--- src/rtl/iact_pkg.sv ---
// Shared definitions for the iact scratchpad buffer: FSM state encoding and
// the buffer depth derived from the configuration width.
package iact_pkg;

  typedef enum logic [1:0] {
    ST_IDLE    = 2'd0,
    ST_READ    = 2'd1,
    ST_ADVANCE = 2'd2
  } iact_state_e;

  // Number of buffer entries addressable by a cfg_width-bit pointer.
  function automatic int iact_depth(input int cfg_width);
    return 1 << cfg_width;
  endfunction

endpackage

--- src/rtl/iact_spad_buffer_if.sv ---
// Bundle of the upstream write/control signals and the MAC-side read
// handshake for the iact scratchpad buffer. The master drives stimulus and
// accepts words; the slave is the buffer itself.
interface iact_spad_buffer_if #(
  parameter int DATA_WIDTH       = 16,
  parameter int MAX_CONFIG_WIDTH = 5
);

  logic                        wr_en;
  logic [DATA_WIDTH-1:0]       wr_data;
  logic                        clear;
  logic                        start;
  logic [MAX_CONFIG_WIDTH-1:0] filter_size;
  logic                        rd_ready;

  logic                        rd_valid;
  logic [DATA_WIDTH-1:0]       rd_data;
  logic                        rd_last;
  logic [MAX_CONFIG_WIDTH:0]   count;
  logic                        full;
  logic                        overflow;
  logic                        done;

  modport master (
    output wr_en, wr_data, clear, start, filter_size, rd_ready,
    input  rd_valid, rd_data, rd_last, count, full, overflow, done
  );

  modport slave (
    input  wr_en, wr_data, clear, start, filter_size, rd_ready,
    output rd_valid, rd_data, rd_last, count, full, overflow, done
  );

endinterface

--- src/rtl/iact_spad_mem.sv ---
// Storage array for the iact scratchpad: one synchronous write port and one
// asynchronous (combinational) read port.
module iact_spad_mem
  import iact_pkg::*;
#(
  parameter int DATA_WIDTH = 16,
  parameter int ADDR_WIDTH = 5
) (
  input  logic                  clk,
  input  logic                  we_i,
  input  logic [ADDR_WIDTH-1:0] waddr_i,
  input  logic [DATA_WIDTH-1:0] wdata_i,
  input  logic [ADDR_WIDTH-1:0] raddr_i,
  output logic [DATA_WIDTH-1:0] rdata_o
);

  localparam int DEPTH = iact_depth(ADDR_WIDTH);

  logic [DATA_WIDTH-1:0] mem_q [DEPTH];

  // Write port; entries are only ever read after being written, so the
  // array carries no reset.
  // NOTE: leaving the array out of reset lets it map onto RAM/latch-array
  // macros; the pointers and count alone decide which entries are valid.
  always_ff @(posedge clk) begin
    if (we_i) begin
      mem_q[waddr_i] <= wdata_i;
    end
  end

  assign rdata_o = mem_q[raddr_i];

endmodule

--- src/rtl/iact_spad_buffer.sv ---
// Sliding-window iact scratchpad: a circular buffer filled by the upstream
// FIFO, read out fs words at a time to the MAC, then slid by one word.
module iact_spad_buffer
  import iact_pkg::*;
#(
  parameter int DATA_WIDTH       = 16,
  parameter int MAX_CONFIG_WIDTH = 5
) (
  input logic               clk,
  input logic               rstn,
  iact_spad_buffer_if.slave bus
);

  localparam int                AW        = MAX_CONFIG_WIDTH;
  localparam int                CNT_W     = MAX_CONFIG_WIDTH + 1;
  localparam int                DEPTH     = iact_depth(MAX_CONFIG_WIDTH);
  localparam logic [CNT_W-1:0]  DEPTH_CNT = CNT_W'(DEPTH);

  iact_state_e           state_q, state_d;
  logic [AW-1:0]         wr_ptr_q, wr_ptr_d;
  logic [AW-1:0]         rd_ptr_q, rd_ptr_d;
  logic [AW-1:0]         rd_idx_q, rd_idx_d;
  logic [AW-1:0]         fs_q, fs_d;
  logic [CNT_W-1:0]      count_q, count_d;
  logic                  overflow_q, overflow_d;

  logic                  full;
  logic                  wr_accept;
  logic                  pop;
  logic                  rd_valid;
  logic                  rd_last;
  logic                  done;
  logic [AW-1:0]         rd_addr;
  logic [DATA_WIDTH-1:0] rd_word;

  assign full      = (count_q == DEPTH_CNT);
  assign wr_accept = bus.wr_en && !full && !bus.clear;
  // Pointer-width addition wraps modulo DEPTH on its own.
  assign rd_addr   = rd_ptr_q + rd_idx_q;

  iact_spad_mem #(
    .DATA_WIDTH (DATA_WIDTH),
    .ADDR_WIDTH (AW)
  ) u_mem (
    .clk     (clk),
    .we_i    (wr_accept),
    .waddr_i (wr_ptr_q),
    .wdata_i (bus.wr_data),
    .raddr_i (rd_addr),
    .rdata_o (rd_word)
  );

  // Read-pass FSM: next state, window index, and handshake outputs.
  // NOTE: every signal gets a default before the case so no path leaves one
  // unassigned, which would otherwise infer a latch.
  always_comb begin
    state_d  = state_q;
    rd_idx_d = rd_idx_q;
    fs_d     = fs_q;
    pop      = 1'b0;
    rd_valid = 1'b0;
    rd_last  = 1'b0;
    done     = 1'b0;
    case (state_q)
      ST_IDLE: begin
        if (bus.start && (bus.filter_size != '0) &&
            (count_q >= {1'b0, bus.filter_size})) begin
          state_d  = ST_READ;
          fs_d     = bus.filter_size;
          rd_idx_d = '0;
        end
      end
      ST_READ: begin
        rd_valid = 1'b1;
        rd_last  = (rd_idx_q == fs_q - AW'(1));
        if (bus.rd_ready) begin
          if (rd_last) begin
            state_d = ST_ADVANCE;
          end else begin
            rd_idx_d = rd_idx_q + AW'(1);
          end
        end
      end
      ST_ADVANCE: begin
        done    = 1'b1;
        pop     = 1'b1;
        state_d = ST_IDLE;
      end
      default: state_d = ST_IDLE;
    endcase
    if (bus.clear) begin
      state_d  = ST_IDLE;
      rd_idx_d = '0;
      pop      = 1'b0;
    end
  end

  // Pointer, occupancy and overflow next state; clear flushes the window.
  always_comb begin
    wr_ptr_d   = wr_ptr_q;
    rd_ptr_d   = rd_ptr_q;
    count_d    = count_q;
    overflow_d = bus.wr_en && full && !bus.clear;
    if (bus.clear) begin
      wr_ptr_d = '0;
      rd_ptr_d = '0;
      count_d  = '0;
    end else begin
      if (wr_accept) wr_ptr_d = wr_ptr_q + AW'(1);
      if (pop)       rd_ptr_d = rd_ptr_q + AW'(1);
      case ({wr_accept, pop})
        2'b10:   count_d = count_q + CNT_W'(1);
        2'b01:   count_d = count_q - CNT_W'(1);
        default: count_d = count_q;
      endcase
    end
  end

  // State registers.
  // NOTE: non-blocking assignments make every register sample the pre-edge
  // values, so ordering inside this block does not matter.
  always_ff @(posedge clk or negedge rstn) begin
    if (!rstn) begin
      state_q    <= ST_IDLE;
      wr_ptr_q   <= '0;
      rd_ptr_q   <= '0;
      rd_idx_q   <= '0;
      fs_q       <= '0;
      count_q    <= '0;
      overflow_q <= 1'b0;
    end else begin
      state_q    <= state_d;
      wr_ptr_q   <= wr_ptr_d;
      rd_ptr_q   <= rd_ptr_d;
      rd_idx_q   <= rd_idx_d;
      fs_q       <= fs_d;
      count_q    <= count_d;
      overflow_q <= overflow_d;
    end
  end

  assign bus.rd_valid = rd_valid;
  assign bus.rd_data  = rd_valid ? rd_word : '0;
  assign bus.rd_last  = rd_last;
  assign bus.done     = done;
  assign bus.count    = count_q;
  assign bus.full     = full;
  assign bus.overflow = overflow_q;

endmodule
--- src/flat_wrapper.sv ---
// flat-port wrapper written by rule: the top's interface ports become plain ports
module iact_spad_buffer_flat import iact_pkg::*;
#(
  parameter int DATA_WIDTH       = 16,
  parameter int MAX_CONFIG_WIDTH = 5
)
  (clk, rstn, bus_wr_en, bus_wr_data, bus_clear, bus_start, bus_filter_size, bus_rd_ready, bus_rd_valid, bus_rd_data, bus_rd_last, bus_count, bus_full, bus_overflow, bus_done);
  iact_spad_buffer_if #(.DATA_WIDTH(DATA_WIDTH), .MAX_CONFIG_WIDTH(MAX_CONFIG_WIDTH)) bus_i ();
  input logic clk;
  input logic rstn;
  input wire logic [$bits(bus_i.wr_en)-1:0] bus_wr_en;
  input wire logic [$bits(bus_i.wr_data)-1:0] bus_wr_data;
  input wire logic [$bits(bus_i.clear)-1:0] bus_clear;
  input wire logic [$bits(bus_i.start)-1:0] bus_start;
  input wire logic [$bits(bus_i.filter_size)-1:0] bus_filter_size;
  input wire logic [$bits(bus_i.rd_ready)-1:0] bus_rd_ready;
  output wire logic [$bits(bus_i.rd_valid)-1:0] bus_rd_valid;
  output wire logic [$bits(bus_i.rd_data)-1:0] bus_rd_data;
  output wire logic [$bits(bus_i.rd_last)-1:0] bus_rd_last;
  output wire logic [$bits(bus_i.count)-1:0] bus_count;
  output wire logic [$bits(bus_i.full)-1:0] bus_full;
  output wire logic [$bits(bus_i.overflow)-1:0] bus_overflow;
  output wire logic [$bits(bus_i.done)-1:0] bus_done;
  assign bus_i.wr_en = bus_wr_en;
  assign bus_i.wr_data = bus_wr_data;
  assign bus_i.clear = bus_clear;
  assign bus_i.start = bus_start;
  assign bus_i.filter_size = bus_filter_size;
  assign bus_i.rd_ready = bus_rd_ready;
  assign bus_rd_valid = bus_i.rd_valid;
  assign bus_rd_data = bus_i.rd_data;
  assign bus_rd_last = bus_i.rd_last;
  assign bus_count = bus_i.count;
  assign bus_full = bus_i.full;
  assign bus_overflow = bus_i.overflow;
  assign bus_done = bus_i.done;
  iact_spad_buffer #(.DATA_WIDTH(DATA_WIDTH), .MAX_CONFIG_WIDTH(MAX_CONFIG_WIDTH)) u_core (.clk(clk), .rstn(rstn), .bus(bus_i));
endmodule
--- config.mk ---
export PLATFORM = sky130hd
export DESIGN_NAME = iact_spad_buffer_flat
export DESIGN_NICKNAME = d
export VERILOG_FILES = /design/src/rtl/iact_pkg.sv /design/src/rtl/iact_spad_buffer_if.sv /design/src/rtl/iact_spad_mem.sv /design/src/rtl/iact_spad_buffer.sv /design/src/flat_wrapper.sv
export SDC_FILE = /design/constraint.sdc
export NUM_CORES = 1
export LEC_CHECK = 0
export ABC_AREA = 1
export CAP_MARGIN = 30
export CORE_MARGIN = 2
export CORE_UTILIZATION = 55
export CTS_CLUSTER_SIZE = 28
export DETAILED_ROUTE_END_ITERATION = 16
export GPL_TIMING_DRIVEN = 0
export HOLD_SLACK_MARGIN = 0.05
export MAX_ROUTING_LAYER = met4
export PLACE_DENSITY = 0.72
export SYNTH_ARGS = -nofsm -noshare
export SYNTH_HDL_FRONTEND = slang
export SYNTH_SLANG_ARGS = --single-unit
--- constraint.sdc ---
create_clock -name clk -period 3.2 [get_ports clk]
set_input_delay 0.64 -clock clk [delete_from_list [all_inputs] [get_ports clk]]
set_output_delay 0.64 -clock clk [all_outputs]
set_load 0.02 [all_outputs]
==> run summary <==
status - finished, violations left
failing checks - setup timing
H-tree levels - 2
CP max-delay cell - fa_2
Routed WL - 64.6 mm
# port buffers - 53
aggregate global-route resource usage - 30.6%
WP data required - 2.56 ns
worst-skew pair later-pin latency - 0.61 ns
final antenna-violating net count - 0
FF-to-FF path depth - 8
Clk pwr share - 34.4%
Final Critical Period - 3.93 ns
Post-DP Area - 0.0244 mm²
worst slew pin tran - 1.09 ns
Fill cells - 2,821
RePlAce Congestion - 0.942
static leakage - 10.3 nW
Cells after Synth - 1,973
pre-CTS setup slack - -1.16 ns
# hold bufs at CTS - 0
TritonCTS Buffers - 54
count of cell types in the netlist - 40
RSZ-0062 raised after global routing - yes
first-pass GRT wire length - 95.8 mm
EDFF count, synth - 512
P_sw - 5.75 mW
Slew Viols, Final - 0
Seq/Total Area, Yosys - 70.5%
largest net degree at the start of global routing - 33
CP max stage delay - 0.56 ns
Congestion Overflow GR - 0
Area Overhead vs Synth - 21.8%
CTS Buffer Depth - 3
fin nets - 2,169
Initial Util - 55.8%
CTS tree - built
power density cells - 683 mW/mm²
final hold slack - 0.535 ns
Worst VDD drop - 0.000485 V
synthesized cell area - 0.0229 mm²
die height - 208 µm
Max-slew headroom - 27.3%
Clk pin slew, worst setup/hold paths - 0.06 ns
DRC - 0
via count - 16,300
I/O pin total - 54
share of post-route cells with drive strength above 1 - 22.9%
Worst R2R Setup Slack - 0.50 ns
First-pass DRT Iterations - 5
Post-synth top flop - edfxtp_1
Yosys warnings - 0
final setup margin - -0.731 ns
Max Cap Violations - 0
Vias/cell - 6.04
endpoints failing hold - 0
ys async rst share - 5.36%
most frequent CP cell - buf_12
internal cell power - 13.3 mW
Worst setup SP type - flop
Initial DRC Count - 1,944
final setup vio count - 16
CTS Root Cell - clkbuf_16
Clock Skew - 0.0295 ns
cells along the critical path - ha_4 > fa_2 > buf_8 > inv_8 > buf_12 > buf_12 > nand3_1 > a21oi_1 > o31ai_2 > o21ai_1 > nor2_2 > buf_6
routed len/inst - 23.9 µm
Core Area - 0.0409 mm²
die width - 208 µm
arrival time worst endpoint - 3.29 ns
dpl cells - 2,580
Comb pwr share - 24.1%
sequential share of power - 41.5%
Syn Area/Cell - 11.6 µm²
worst reg2reg endpoint - u_core.u_mem.mem_q[26][12]
Die ar. - 0.0432 mm²
Final HPWL DP - 41.2 mm
post-route cell area - 0.0278 mm²
r2r startpoint - u_core.bus.count[5]
Sink Count - 541
Tcrit/Tclk final - 123%
vias in the first global route - 15,800
Critical Path Sink Type - primary output
syn nets - 2,020
crit path kind - reg2out
fin cells - 2,700
Worst Path Max Fanout - 10
Power, Total - 19.0 mW
Switching Share - 30.2%
Min-Delay Path Class - in2async
register bit total from synthesis - 541
Critical Path Start - u_core.rd_idx_q[0]
row cnt - 74
initial antenna violation count - 1
maximum clock rate - 254 MHz
==> flip-flops by register name, summed over array words and instances (netlist names) <==
name	cells
u_core.rd_idx_q	5
u_core.wr_ptr_q	5
u_core.rd_ptr_q	5
u_core.fs_q	5
u_core.bus.overflow	1
u_core.bus.count	6
u_core.state_q	2
u_core.u_mem.mem_q	512
==> final cells by class <==
type	instances	area [µm²]	share of cell area [%]
inverter	53	210	0.755
antenna	1	2.50	0.00899
clock buffer	70	1430	5.15
timing repair buffer	93	1100	3.97
tap	532	666	2.39
buffer	109	955	3.43
clock inverter	31	378	1.36
sequential	541	16100	57.9
multi-input combinational	1270	6980	25.1
==> cells by family after synthesis <==
group | after synthesis | synth area share (%)
xor gates and xnor gates | 11 | 0.454
DFF | 541 | 70.5
AOI/OAI and AO/OA | 242 | 6.33
and+or+nand+nor | 997 | 17.8
adders and majority gates | 20 | 1.13
buffers and inverters | 162 | 3.82
==> worst max-delay path, delay by kind of cell, from the launching register on <==
| family | cells | cell delay (ns) |
|---|---|---|
| AOI/OAI and AO/OA | 3 | 0.57 |
| and+or+nand+nor | 2 | 0.30 |
| buffers and inverters | 5 | 0.67 |
| adders and majority gates | 2 | 0.73 |
| DFF | 1 | 0.44 |
==> synth_stat cells (4+ instances only) <==
| cell type | number | area [µm²] |
|---|---|---|
| a21oi_1 | 86 | 430 |
| o31ai_1 | 16 | 120 |
| xor2_1 | 7 | 61.3 |
| buf_6 | 9 | 101 |
| nand3_1 | 207 | 1040 |
| nand4_1 | 8 | 50.1 |
| nor3_1 | 6 | 30.0 |
| o221ai_1 | 4 | 35.0 |
| inv_1 | 45 | 169 |
| buf_2 | 57 | 285 |
| o21ai_1 | 39 | 195 |
| clkbuf_1 | 8 | 30.0 |
| dfrtp_1 | 29 | 726 |
| o21ai_0 | 57 | 285 |
| o22ai_1 | 5 | 31.3 |
| nor2_2 | 4 | 25.0 |
| nor2_1 | 161 | 604 |
| edfxtp_1 | 512 | 15400 |
| a32o_1 | 30 | 300 |
| ha_1 | 19 | 238 |
| buf_4 | 33 | 248 |
| inv_2 | 6 | 22.5 |
| nand2_1 | 601 | 2260 |
==> power by group through the flow <==
stage / clock network (mW) / registers [mW] / logic, mW
2_1_floorplan: 0 / 8.02 / 2.35
3_3_place_gp: 0 / 8.05 / 3.70
3_5_place_dp: 0 / 8.04 / 3.81
4_1_cts: 6.55 / 7.89 / 4.28
5_1_grt: 6.84 / 7.89 / 4.91
6_report: 6.53 / 7.89 / 4.59
==> timing repair <==
action                     CTS  global route
cloned                       4             2
buffers inserted             7             3
setup endpoints to repair   17            16
gates resized for setup    359            87
pin swaps                   69            54
==> worst max-delay path by stage <==
stage	to	cells after the start	slack [ns]
after CTS	bus_rd_data[7]	14	-0.73
after global routing	bus_rd_data[15]	13	-0.80
after global placement	bus_rd_data[8]	12	-1.08
final	bus_rd_data[15]	12	-0.73
after floorplan	bus_rd_data[10]	12	0.22
after detailed placement	bus_rd_data[7]	12	-1.16
==> metal layers <==
layer  global-route usage, %  vias up  wire [µm]
li1                        -     7250          -
met3                    5.64      175       5900
met1                    40.1     7940      24800
met5                       -        -          0
met4                    13.5        0       3010
met2                    47.1      953      30900
==> placed cells by master (no fill, tap or decap), types with 9 or more instances in the layout <==
cell type,instances
buf_8,13
nor2_2,43
ha_1,18
o21ai_0,42
nor2_1,122
a32o_2,10
clkinv_1,14
buf_12,11
nand3_2,58
a32o_1,20
o21ai_2,24
dfrtp_1,27
buf_16,9
a21oi_4,10
inv_1,45
a21oi_2,35
clkbuf_1,18
o21ai_1,30
buf_6,33
nand2_2,31
buf_4,53
bufinv_16,9
clkdlybuf4s50_1,28
edfxtp_1,512
nand3_1,144
buf_2,41
o31ai_4,12
nand2_1,569
clkbuf_16,57
a21oi_1,43
==> metrics by stage <==
step | TNS (ns) | utilization (%)
CTS | -10.85 | 66.8
finish | -10.65 | 68.0
detailed placement | -58.66 | 59.6
floorplan | 0 | -
global placement | -219.43 | 58.8
global route | -11.88 | 68.0
No activity file was read; power rests on OpenSTA's default activity.
